[config.mk]
export PLATFORM = sky130hd
export DESIGN_NAME = id_ex_stage
export DESIGN_NICKNAME = d
export VERILOG_FILES = /design/src/rtl/id_ex_stage.sv
export SDC_FILE = /design/constraint.sdc
export NUM_CORES = 1
export LEC_CHECK = 0
export BUFFER_PORTS_ARGS = -buffer_cell sky130_fd_sc_hd__clkbuf_2
export CELL_PAD_IN_SITES_DETAIL_PLACEMENT = 1
export CELL_PAD_IN_SITES_GLOBAL_PLACEMENT = 1
export CORE_AREA = 2 2 225 227
export DETAILED_ROUTE_END_ITERATION = 10
export DIE_AREA = 0 0 227 229
export GPL_ROUTABILITY_DRIVEN = 0
export GPL_TIMING_DRIVEN = 0
export PLACE_DENSITY = 0.68
export SLEW_MARGIN = 10
export SYNTH_ARGS = -nofsm -noshare
export SYNTH_HDL_FRONTEND = slang
export SYNTH_SLANG_ARGS = --single-unit
[constraint.sdc]
create_clock -name clk_i -period 10.6 [get_ports clk_i]
set_input_delay 2.12 -clock clk_i [delete_from_list [all_inputs] [get_ports clk_i]]
set_output_delay 2.12 -clock clk_i [all_outputs]
set_load 0.005 [all_outputs]
[src/rtl/id_ex_stage.sv]
`default_nettype none
// ============================================================================
//  Module      : id_ex_stage
//  Description : ID/EX pipeline register with ALU-control decode, plus the
//                EX-stage forwarding and ALUSrc operand selection.
//  Revision    : 1.0  initial release
// ============================================================================

module id_ex_stage #(
    parameter int XLEN = 64
) (
    input  logic            clk_i,
    input  logic            reset_i,
    input  logic            stall_i,
    input  logic            flush_i,
    input  logic            id_valid_i,
    input  logic [XLEN-1:0] id_rs1_data_i,
    input  logic [XLEN-1:0] id_rs2_data_i,
    input  logic [XLEN-1:0] id_imm_i,
    input  logic [4:0]      id_rs1_i,
    input  logic [4:0]      id_rs2_i,
    input  logic [4:0]      id_rd_i,
    input  logic [1:0]      id_alu_op_i,
    input  logic [2:0]      id_funct3_i,
    input  logic            id_funct7_5_i,
    input  logic            id_alu_src_i,
    input  logic            id_reg_write_i,
    input  logic            id_mem_read_i,
    input  logic            id_mem_write_i,
    input  logic            id_mem_to_reg_i,
    input  logic            id_branch_i,
    input  logic [1:0]      fwd_a_i,
    input  logic [1:0]      fwd_b_i,
    input  logic [XLEN-1:0] exmem_result_i,
    input  logic [XLEN-1:0] memwb_result_i,
    output logic [XLEN-1:0] ex_A_o,
    output logic [XLEN-1:0] ex_B_o,
    output logic [3:0]      ex_alu_control_o,
    output logic [XLEN-1:0] ex_store_data_o,
    output logic [4:0]      ex_rs1_o,
    output logic [4:0]      ex_rs2_o,
    output logic [4:0]      ex_rd_o,
    output logic            ex_valid_o,
    output logic            ex_reg_write_o,
    output logic            ex_mem_read_o,
    output logic            ex_mem_write_o,
    output logic            ex_mem_to_reg_o,
    output logic            ex_branch_o,
    output logic            ex_illegal_o
);

    localparam logic [3:0] c_ALU_ADD = 4'b0010;
    localparam logic [3:0] c_ALU_SUB = 4'b0110;
    localparam logic [3:0] c_ALU_OR  = 4'b0001;
    localparam logic [3:0] c_ALU_AND = 4'b0000;

    typedef struct packed {
        logic            valid;
        logic            reg_write;
        logic            mem_read;
        logic            mem_write;
        logic            mem_to_reg;
        logic            branch;
        logic            alu_src;
        logic            illegal;
        logic [3:0]      alu_ctrl;
        logic [XLEN-1:0] rs1_data;
        logic [XLEN-1:0] rs2_data;
        logic [XLEN-1:0] imm;
        logic [4:0]      rs1;
        logic [4:0]      rs2;
        logic [4:0]      rd;
    } idex_t;

    // Bubble: everything zero except the ALU code, which idles at ADD.
    localparam idex_t c_BUBBLE = '{alu_ctrl: c_ALU_ADD, default: '0};

    idex_t           idex_q, idex_d;
    logic [3:0]      w_alu_ctrl;
    logic            w_alu_illegal;
    logic [XLEN-1:0] w_fwd_a, w_fwd_b;

    always_comb begin
        w_alu_ctrl    = c_ALU_ADD;
        w_alu_illegal = 1'b0;
        case (id_alu_op_i)
            2'b00: w_alu_ctrl = c_ALU_ADD;
            2'b01: w_alu_ctrl = c_ALU_SUB;
            default: begin
                case (id_funct3_i)
                    3'b000: w_alu_ctrl = (id_alu_op_i == 2'b10 && id_funct7_5_i)
                                         ? c_ALU_SUB : c_ALU_ADD;
                    3'b111: w_alu_ctrl = c_ALU_AND;
                    3'b110: w_alu_ctrl = c_ALU_OR;
                    default: w_alu_illegal = 1'b1;
                endcase
            end
        endcase
    end

    always_comb begin
        idex_d = idex_q;
        if (flush_i) begin
            idex_d = c_BUBBLE;
        end else if (!stall_i) begin
            // Invalid slots still carry data, but can never commit side effects.
            idex_d.valid      = id_valid_i;
            idex_d.reg_write  = id_valid_i & id_reg_write_i;
            idex_d.mem_read   = id_valid_i & id_mem_read_i;
            idex_d.mem_write  = id_valid_i & id_mem_write_i;
            idex_d.mem_to_reg = id_valid_i & id_mem_to_reg_i;
            idex_d.branch     = id_valid_i & id_branch_i;
            idex_d.alu_src    = id_valid_i & id_alu_src_i;
            idex_d.illegal    = id_valid_i & w_alu_illegal;
            idex_d.alu_ctrl   = w_alu_ctrl;
            idex_d.rs1_data   = id_rs1_data_i;
            idex_d.rs2_data   = id_rs2_data_i;
            idex_d.imm        = id_imm_i;
            idex_d.rs1        = id_rs1_i;
            idex_d.rs2        = id_rs2_i;
            idex_d.rd         = id_rd_i;
        end
    end

    always_ff @(posedge clk_i or posedge reset_i) begin
        if (reset_i) begin
            idex_q <= c_BUBBLE;
        end else begin
            idex_q <= idex_d;
        end
    end

    always_comb begin
        case (fwd_a_i)
            2'b10:   w_fwd_a = exmem_result_i;
            2'b01:   w_fwd_a = memwb_result_i;
            default: w_fwd_a = idex_q.rs1_data;
        endcase
        case (fwd_b_i)
            2'b10:   w_fwd_b = exmem_result_i;
            2'b01:   w_fwd_b = memwb_result_i;
            default: w_fwd_b = idex_q.rs2_data;
        endcase
    end

    assign ex_A_o           = w_fwd_a;
    assign ex_B_o           = idex_q.alu_src ? idex_q.imm : w_fwd_b;
    assign ex_store_data_o  = w_fwd_b;
    assign ex_alu_control_o = idex_q.alu_ctrl;
    assign ex_rs1_o         = idex_q.rs1;
    assign ex_rs2_o         = idex_q.rs2;
    assign ex_rd_o          = idex_q.rd;
    assign ex_valid_o       = idex_q.valid;
    assign ex_reg_write_o   = idex_q.reg_write;
    assign ex_mem_read_o    = idex_q.mem_read;
    assign ex_mem_write_o   = idex_q.mem_write;
    assign ex_mem_to_reg_o  = idex_q.mem_to_reg;
    assign ex_branch_o      = idex_q.branch;
    assign ex_illegal_o     = idex_q.illegal & idex_q.valid;

endmodule

`default_nettype wire
==> metrics.md, run 1 <==
| Metric | Value |
|---|---|
| GRT Total Usage | `21.3%` |
| Std-Cell Rows | `82` |
| DRT iter0 DRCs | `658` |
| Clock Path Buffers | `3` |
| Async SR Flop Fraction | `100%` |
| Ys Warns | `0` |
| Cell taking the most area after synthesis | `dfrtp_1` |
| Slowest stage cell, crit path | `clkbuf_1` |
| Worst setup SP type | `input pin` |
| Buf/Inv on CP | `6` |
| Net count after synthesis | `1620` |
| Drt drc | `0` |
| Cell Area, Synth | `~12000 µm²` |
| Status | `completed` |
| Kind of cell adding the most delay to the critical path | `buffers and inverters` |
| Pleak | `0.00880 µW` |
| Mean post-synth cell area | `roughly 9.7 µm²` |
| Crit share post-route | `61.2%` |
| Crit path cell chain | `clkbuf_2 > inv_1 > ha_1 > buf_2 > buf_2 > clkbuf_1 > nand2_1 > o21ai_0 > clkbuf_2` |
| Fmax | `154 MHz` |
| Post-synth top area share | `44.5%` |
| DIE HEIGHT | `229 µm` |
| Main flop type after synthesis | `dfrtp_1` |
| Area growth syn-to-layout | `38.2%` |
| Grt total ovfl | `0` |
| Sequential share of the synthesized area | `44.7%` |
| CTS hold repair buffers | `0` |
| Slew Limit Fails | `0` |
| Tightest Pin Transition | `1.16 ns` |
| Clock transition at path regs | `0.06 ns` |
| #FFs+latches synth | `218` |
| Number of fillers in the final layout | `6039` |
| Max-cap viol count | `0` |
| Vias | `12300` |
| First drt pass iteration count | `5` |
| Antenna violations before repair | `4` |
| CTS tree | `yes` |
| First-pass GRT wire length | `82.9 mm` |
| Max H-tree Level | `1` |
| Critical path type | `in2out` |
| Dominant cells by area after synthesis | `dfrtp_1 45%, mux2i_1 17%, nor2_1 6.4%` |
| Largest net degree at the start of global routing | `roughly 110` |
| DR WL/cell | `22.5 µm` |
| Die Footprint | `52000 µm²` |
| Final Worst Setup Slack | `4.11 ns` |
| RSZ-0062 raised after global routing | `no` |
| Setup Buffers After CTS | `0` |
| Nets@finish | `2220` |
| PostCTS Resize Cnt | `0` |
| Post-DP HPWL | `approximately 45 mm` |
| Worst-path fanout max | `10` |
| Initial Util | `24.6%` |
| # setup viols final | `0` |
| Layout cells sized above 1 | `approximately two fifths` |
| Max-slew headroom | `~23%` |
| DP Worst Slack | `3.99 ns` |
| Die W | `about 230 µm` |
| Routed Antenna Nets | `0` |
| Arr. time, crit path | `between 4 and 5 ns` |
| Clk_lat worst skew | `between 0.5 and 0.6 ns` |
| Ports | `about 570` |
| EDFF count, synth | `0` |
| CP Data Required Time | `between 8 and 9 ns` |
| Core area | `49700 µm²` |
| Accumulated negative setup slack | `0 ns` |
| Syn Inst Count | `about 1300` |
| VDD IR max | `0.0916 mV` |
| Routed WL | `57.6 mm` |
| Worst path max stage delay | `between 0.5 and 0.6 ns` |
| DR vias/cell | `4.81` |
| Vias in the first global route | `13400` |
| Pwr Density | `143 nW/µm²` |
| Root Driver | `clkbuf_16` |
| Clock skew | `0 ns` |
| Cell Area, Placed | `15900 µm²` |
| Fin Hold WS | `0.521 ns` |
| Sink Count | `218` |
| Fin area | `16800 µm²` |
| Port Buffer Count | `569` |
| Hold Path Class | `reg2reg` |
| Final hold violation count | `0` |
| Cts bufs inserted | `27` |
| CP endpoint kind | `primary output` |
| Min Tclk post-route | `roughly 6.5 ns` |
| Distinct cells, synth | `28` |
[where the power goes]
| part | switching, µW | total, µW | internal (µW) | leakage [µW] |
|---|---|---|---|---|
| Clock | 372 | 937 | 565 | 0.000437 |
| Combinational | 324 | 568 | 244 | 0.00547 |
| Sequential | 26.1 | 905 | 879 | 0.00289 |
[flip-flops by register name (all words and copies together), names as in the netlist]
register / flops
ex_valid_o: 1
ex_rs2_o: 5
ex_rd_o: 5
ex_mem_to_reg_o: 1
ex_alu_control_o: 3
idex_q: 194
ex_branch_o: 1
ex_rs1_o: 5
ex_mem_write_o: 1
ex_reg_write_o: 1
ex_mem_read_o: 1
[kinds of logic (layout without fill, tap and decap cells)]
logic type	count (synthesis)	in the layout	share of synthesized area, %
fa+ha+maj	4	4	0.410
compound gates	268	268	14.4
buf+inv	204	823	8.24
mux	272	272	23.0
other cells	1	8	0.0308
simple gates	293	293	9.22
flops	218	218	44.7
[cells in the final DEF (no fill, tap or decap), types with 7 or more instances in the layout]
cell type  synthesis  final
buf_4             21     21
nor2_1           209    209
a21oi_1           72     72
dfrtp_1          217    217
buf_6             14     14
o21ai_0           64     64
clkbuf_2           0    569
clkbuf_1          38     46
diode_2            0      7
nand2_1           72     72
buf_2             44     44
a22oi_1           64     64
clkbuf_8           0      7
a221oi_1          65     65
buf_1             15     15
clkbuf_16          0     27
mux2_2            64     64
inv_1             71     70
mux2i_1          208    208
[final cells by class]
class	instances	area, µm²	share of cell area [%]
clock buffers	42	802	4.76
flip-flops and latches	218	5460	32.4
multi-input cells	838	5730	34.0
repair buffers	571	2900	17.2
well taps	672	841	4.99
inverters	72	278	1.65
diodes	7	17.5	0.104
plain buffers	132	734	4.36
clock inverters	6	83.8	0.498
[worst paths after layout]
| kind | slack, ns | depth (start not counted) | start | to |
|---|---|---|---|---|
| max | 4.11 | 9 | fwd_a_i[0] | ex_A_o[33] |
| min | 0.52 | 2 | idex_q[122] | idex_q[122] |
| max reg2reg | 8.42 | 4 | idex_q[212] | idex_q[212] |
| min reg2reg | 0.52 | 2 | idex_q[122] | idex_q[122] |
| max in group asynchronous | 8.28 | 3 | reset_i | idex_q[182] |
| min in group asynchronous | 1.50 | 2 | reset_i | idex_q[15] |
[tightest hold or removal path, delay by kind of cell, from the launching register on]
kind / cells / cell delay (ns)
mux: 1 / 0.07
flops: 1 / 0.34
simple gates: 1 / 0.07
[synth_stat cells, drive strengths merged (6+ instances only)]
| master | instances |
|---|---|
| a21oi | 72 |
| a221oi | 65 |
| a22oi | 64 |
| buf | 94 |
| clkbuf | 38 |
| dfrtp | 217 |
| inv | 71 |
| mux2 | 64 |
| mux2i | 208 |
| nand2 | 72 |
| nand3 | 6 |
| nor2 | 209 |
| o21ai | 64 |
[metal layers]
metal	part of all wire [%]	global-route usage (%)	vias to the layer above
li1	-	-	5597
met1	39	25.0	6112
met2	50	37.7	502
met3	8.2	4.87	92
met4	3.2	7.25	2
met5	0.023	0	-
[through the flow]
stage	cells	power, µW	utilization [%]
final	2558	2410	33.9
after CTS	2551	2450	33.9
after global placement	2501	1480	32.0
after detailed placement	2503	1490	32.1
after global routing	2552	2530	33.9
after floorplan	1260	1190	-
No activity file was read; power rests on OpenSTA's default activity.
==> run 2, diff against run 1 <==
ABC_AREA = 1   (was not set)
CORE_AREA = 2 2 222 224   (was 2 2 225 227)
DIE_AREA = 0 0 224 226   (was 0 0 227 229)
PLACE_DENSITY = 0.72   (was 0.68)
clock period = 5.76 ns   (was 10.6 ns; I/O delays follow)
==> metrics.md, run 2 <==
| Metric | Value |
|---|---|
| Setup Buffers After CTS | `0` |
| Sink Count | `218` |
| CTS tree | `yes` |
| Routed Antenna Nets | `0` |
| Dominant cells by area after synthesis | `dfrtp_1 46%, a22o_1 13%, nand2_1 12%` |
| DR WL/cell | `23.7 µm` |
| Commonest non-fill, non-tap cell in the layout | `clkbuf_2` |
| CP endpoint kind | `primary output` |
| CTS hold repair buffers | `0` |
| Accumulated negative setup slack | `0 ns` |
| Core area | `48300 µm²` |
| Slew Limit Fails | `0` |
| Min Tclk post-route | `roughly 4.5 ns` |
| Pwr Density | `282 nW/µm²` |
| GRT Total Usage | `23.8%` |
| Worst-path fanout max | `11` |
| Worst setup SP type | `input pin` |
| Clock skew | `0 ns` |
| Area growth syn-to-layout | `40.1%` |
| # setup viols final | `0` |
| Sequential share of the synthesized area | `46.1%` |
| Distinct cells, synth | `25` |
| Most frequent cell after synthesis | `nand2_1` |
| Vias | `around 13000` |
| Grt total ovfl | `0` |
| PostCTS Resize Cnt | `0` |
| Max-slew headroom | `26.4%` |
| Mean post-synth cell area | `~8.6 µm²` |
| DIE HEIGHT | `226 µm` |
| Post-route non-filler standard cell count | `between 2000 and 3000` |
| Hold Path Class | `reg2reg` |
| Die Footprint | `approximately 51000 µm²` |
| Clock transition at path regs | `around 0.060 ns` |
| RSZ-0062 raised after global routing | `no` |
| Final hold violation count | `0` |
| Arr. time, crit path | `3.32 ns` |
| Port Buffer Count | `between 500 and 600` |
| Nets@finish | `around 2300` |
| First-pass GRT wire length | `90.5 mm` |
| EDFF count, synth | `0` |
| VDD IR max | `0.164 mV` |
| Std-Cell Rows | `between 80 and 90` |
| Tightest Pin Transition | `1.10 ns` |
| Net count after synthesis | `roughly 1700` |
| DP Worst Slack | `1.23 ns` |
| Max-cap viol count | `0` |
| Fmax | `about 220 MHz` |
| #FFs+latches synth | `between 200 and 250` |
| Ports | `574` |
| Vias in the first global route | `14200` |
| Initial Util | `24.5%` |
| Cell taking the most area after synthesis | `dfrtp_1` |
| Most frequent cells in the layout | `572 x clkbuf_2, 380 x nand2_1, 217 x dfrtp_1` |
| DRT iter0 DRCs | `between 800 and 900` |
| Post-DP HPWL | `48.6 mm` |
| Root Driver | `clkbuf_16` |
| Placed cell count | `2569` |
| Cts bufs inserted | `28` |
| CP Data Required Time | `about 4.6 ns` |
| Status | `completed` |
| Top reg by flops | `idex_q` |
| Most frequent cells after synthesis | `380 x nand2_1, 217 x dfrtp_1, 174 x a22o_1` |
| Final Worst Setup Slack | `~1.3 ns` |
| Cell Area, Synth | `11800 µm²` |
| DR vias/cell | `5.10` |
| Async SR Flop Fraction | `100%` |
| Crit share post-route | `77.6%` |
| Post-synth top area share | `45.9%` |
| Drt drc | `0` |
| Main flop type after synthesis | `dfrtp_1` |
| Layout cells sized above 1 | `a little over a third` |
| Largest net degree at the start of global routing | `37` |
| Clock Path Buffers | `3` |
| Ys Warns | `0` |
| Max H-tree Level | `1` |
| Max reg flops | `194` |
| Pleak | `0.00863 µW` |
| Critical path type | `in2out` |
| Die W | `~220 µm` |
| Routed WL | `around 62 mm` |
| Clk_lat worst skew | `0.56 ns` |
| Syn Inst Count | `around 1400` |
| Antenna violations before repair | `4` |
| First drt pass iteration count | `5` |
## run 2: cell types whose count changed after synthesis, sizes merged, moves of 24 or more
| cell | before | now |
|---|---|---|
| o211ai | 0 | 64 |
| nor2 | 209 | 34 |
| mux2 | 64 | 0 |
| a221oi | 65 | 0 |
| o21ai | 64 | 37 |
| a22o | 0 | 174 |
| mux2i | 208 | 0 |
| nand2 | 72 | 381 |
| nand3 | 6 | 70 |
| a21oi | 72 | 96 |
| a22oi | 64 | 33 |
| o21a | 0 | 64 |
## run 2: metal layers
layer  part of all wire (%)  vias up  global-route usage [%]
met5                  0.042        -                       0
met4                    4.1        4                    10.4
met3                    8.3      138                    5.65
met2                     47      626                    39.5
met1                     40     6615                    29.5
li1                       -     6005                       -
## run 2: path summary, 6_finish.rpt
path / from / to / slack (ns) / depth (start not counted)
hold / removal: ex_mem_to_reg_o / ex_mem_to_reg_o / 0.48 / 2
max in group asynchronous: reset_i / ex_alu_control_o[1] / 3.87 / 5
setup reg to reg: idex_q[212] / idex_q[212] / 4.15 / 3
setup / recovery: fwd_a_i[0] / ex_A_o[44] / 1.29 / 8
min in group asynchronous: reset_i / idex_q[97] / 0.68 / 2
hold reg to reg: ex_mem_to_reg_o / ex_mem_to_reg_o / 0.48 / 2
## run 2: cells by family after synthesis
kind of cell | Yosys count | share of synthesized area (%)
buf+inv | 191 | 8.41
other cells | 1 | 0.0317
fa+ha+maj | 4 | 0.423
simple gates | 487 | 16.3
flops | 218 | 46.1
compound gates | 468 | 28.7
## run 2: through the flow
step	total power [µW]	cell area, µm²	hold WS (ns)	util, %
2_1_floorplan	2210	11800	0.447	-
6_report	4680	16600	0.476	34.3
5_1_grt	4900	16600	0.506	34.3
4_1_cts	4730	16600	0.478	34.3
3_5_place_dp	2840	15600	0.464	32.3
3_3_place_gp	2800	15500	0.453	32.0
## run 2: where the power goes
| group | total (µW) | switching [µW] | internal, µW |
|---|---|---|---|
| clock | 1870 | 748 | 1120 |
| combinational | 1140 | 674 | 465 |
| sequential | 1670 | 55.6 | 1620 |
## run 2: cell type report
type / count / area [µm²]
buffer: 142 / 812
inverter: 49 / 188
antenna: 3 / 7.51
sequential: 218 / 5460
fill: 5874 / 31800
tap: 622 / 778
multi-input combinational: 960 / 5390
timing repair buffer: 578 / 2980
clock buffer: 43 / 868
clock inverter: 9 / 103
## run 2: worst max-delay path: stages
cell and delay [ns]:
clkbuf_2 0.10, inv_1 0.04, ha_1 0.26, buf_2 0.26
clkbuf_1 0.85, a21oi_1 0.08, a22oi_1 0.36, clkbuf_2 0.19
==> run 3, diff against run 2 <==
PLACE_DENSITY = 0.7   (was 0.72)
clock period = 4.2 ns   (was 5.76 ns; I/O delays follow)
==> metrics.md, run 3 (synthesized netlist as in run 2, its figures left out) <==
| Metric | Value |
|---|---|
| Min Tclk post-route | `3.87 ns` |
| Tot Pwr | `6350 µW` |
| Slowest stage cell, crit path | `clkbuf_1` |
| # setup viols final | `0` |
| Cts bufs inserted | `28` |
| DR vias/cell | `5.05` |
| Crit share post-route | `92.1%` |
| Critical path type | `in2out` |
| VDD IR max | `0.225 mV` |
| Max-cap viol count | `0` |
| Fin Hold WS | `0.213 ns` |
| Vias | `13200` |
| Largest net degree at the start of global routing | `37` |
| PostCTS Resize Cnt | `0` |
| DRT iter0 DRCs | `678` |
| Max H-tree Level | `1` |
| RSZ-0062 raised after global routing | `no` |
| DR WL/cell | `23.3 µm` |
| Post-DP HPWL | `around 48 mm` |
| CTS tree | `yes` |
| First-pass GRT wire length | `around 90 mm` |
| Clock skew | `0 ns` |
| Clk_lat worst skew | `0.56 ns` |
| GRT Total Usage | `23.3%` |
| Nets@finish | `2338` |
| CP dominant cell by count | `clkbuf_2` |
| Drt drc | `0` |
| Antenna violations before repair | `1` |
| Crit path cell chain | `clkbuf_2 > inv_1 > ha_1 > buf_2 > clkbuf_1 > a21oi_1 > a22oi_1 > clkbuf_2` |
| Tightest Pin Transition | `1.05 ns` |
| Die Footprint | `50600 µm²` |
| Pleak | `0.00861 µW` |
| Layout cells sized above 1 | `36.2%` |
| Top reg by flops | `idex_q` |
| Slew Limit Fails | `0` |
| Hold Path Class | `in2async` |
| Worst-path fanout max | `10` |
| Area growth syn-to-layout | `40.0%` |
| Die W | `about 220 µm` |
| Arr. time, crit path | `just over 3 ns` |
| Final hold violation count | `0` |
| DP Worst Slack | `roughly 0.29 ns` |
| Port Buffer Count | `572` |
| DIE HEIGHT | `226 µm` |
| Root Driver | `clkbuf_16` |
| Worst path max stage delay | `a little over 0.8 ns` |
| Max-slew headroom | `30.3%` |
| First drt pass iteration count | `5` |
| Routed WL | `just over 60 mm` |
| Accumulated negative setup slack | `0 ns` |
| Setup Buffers After CTS | `0` |
| Initial Util | `24.5%` |
| Fin util | `34.3%` |
| Sink Count | `218` |
| Status | `completed` |
| CTS hold repair buffers | `0` |
| Std-Cell Rows | `a little over 80` |
| Fmax | `259 MHz` |
| Core area | `48300 µm²` |
| Clock transition at path regs | `0.06 ns` |
| Routed Antenna Nets | `0` |
| Final Worst Setup Slack | `0.333 ns` |
| Max reg flops | `about 190` |
| Pwr Density | `383 nW/µm²` |
| Ports | `574` |
| CP endpoint kind | `primary output` |
| Most frequent cells in the layout | `572 x clkbuf_2, 380 x nand2_1, 217 x dfrtp_1` |
| Worst setup SP type | `input pin` |
| Grt total ovfl | `0` |
| CP Data Required Time | `3.36 ns` |
| Commonest non-fill, non-tap cell in the layout | `clkbuf_2` |
| Vias in the first global route | `14000` |
| Clock Path Buffers | `3` |
-- run 3: metal layers --
metal / vias up / wire (µm) / track usage (%)
li1: 6010 / - / -
met1: 6569 / 25300 / 28.9
met2: 530 / 29000 / 39.0
met3: 126 / 4430 / 5.65
met4: 0 / 2430 / 9.29
met5: - / 0 / 0
-- run 3: final cells by class --
class                      instances  area, µm²
timing repair buffer             579       3000
fill                            5918      31800
multi-input combinational        960       5390
clock buffer                      42        855
antenna                            4       10.0
tap                              622        778
sequential                       218       5460
buffer                           142        812
inverter                          49        188
clock inverter                     6       85.1
-- run 3: critical path, delay by kind of cell --
| family | cells | cell delay [ns] |
|---|---|---|
| adders and majority gates | 1 | 0.28 |
| buffers and inverters | 5 | 1.44 |
| AOI/OAI and AO/OA | 2 | 0.45 |
-- run 3: through the flow --
step                std cells  instance area (µm²)
floorplan                1369                11800
global placement         2563                15500
detailed placement       2570                15600
CTS                      2618                16600
global route             2619                16600
finish                   2622                16600
-- run 3: where the power goes --
| part | internal [µW] | leakage, µW | total [µW] | switching (µW) |
|---|---|---|---|---|
| sequential | 2220 | 0.00290 | 2290 | 76.6 |
| clock | 1510 | 0.000457 | 2510 | 998 |
| combinational | 640 | 0.00526 | 1550 | 909 |
| total | 4370 | 0.00861 | 6350 | 1980 |
-- run 3: final timing paths --
| check | start | end | slack (ns) | cells past startpoint |
|---|---|---|---|---|
| setup reg to reg | idex_q[212] | idex_q[212] | 2.56 | 3 |
| max in group asynchronous | reset_i | ex_alu_control_o[1] | 2.73 | 6 |
| min in group clk_i | ex_reg_write_o | ex_reg_write_o | 0.47 | 2 |
| hold / removal | reset_i | idex_q[28] | 0.21 | 2 |
| setup / recovery | fwd_a_i[0] | ex_A_o[45] | 0.33 | 8 |
| hold reg to reg | ex_reg_write_o | ex_reg_write_o | 0.47 | 2 |
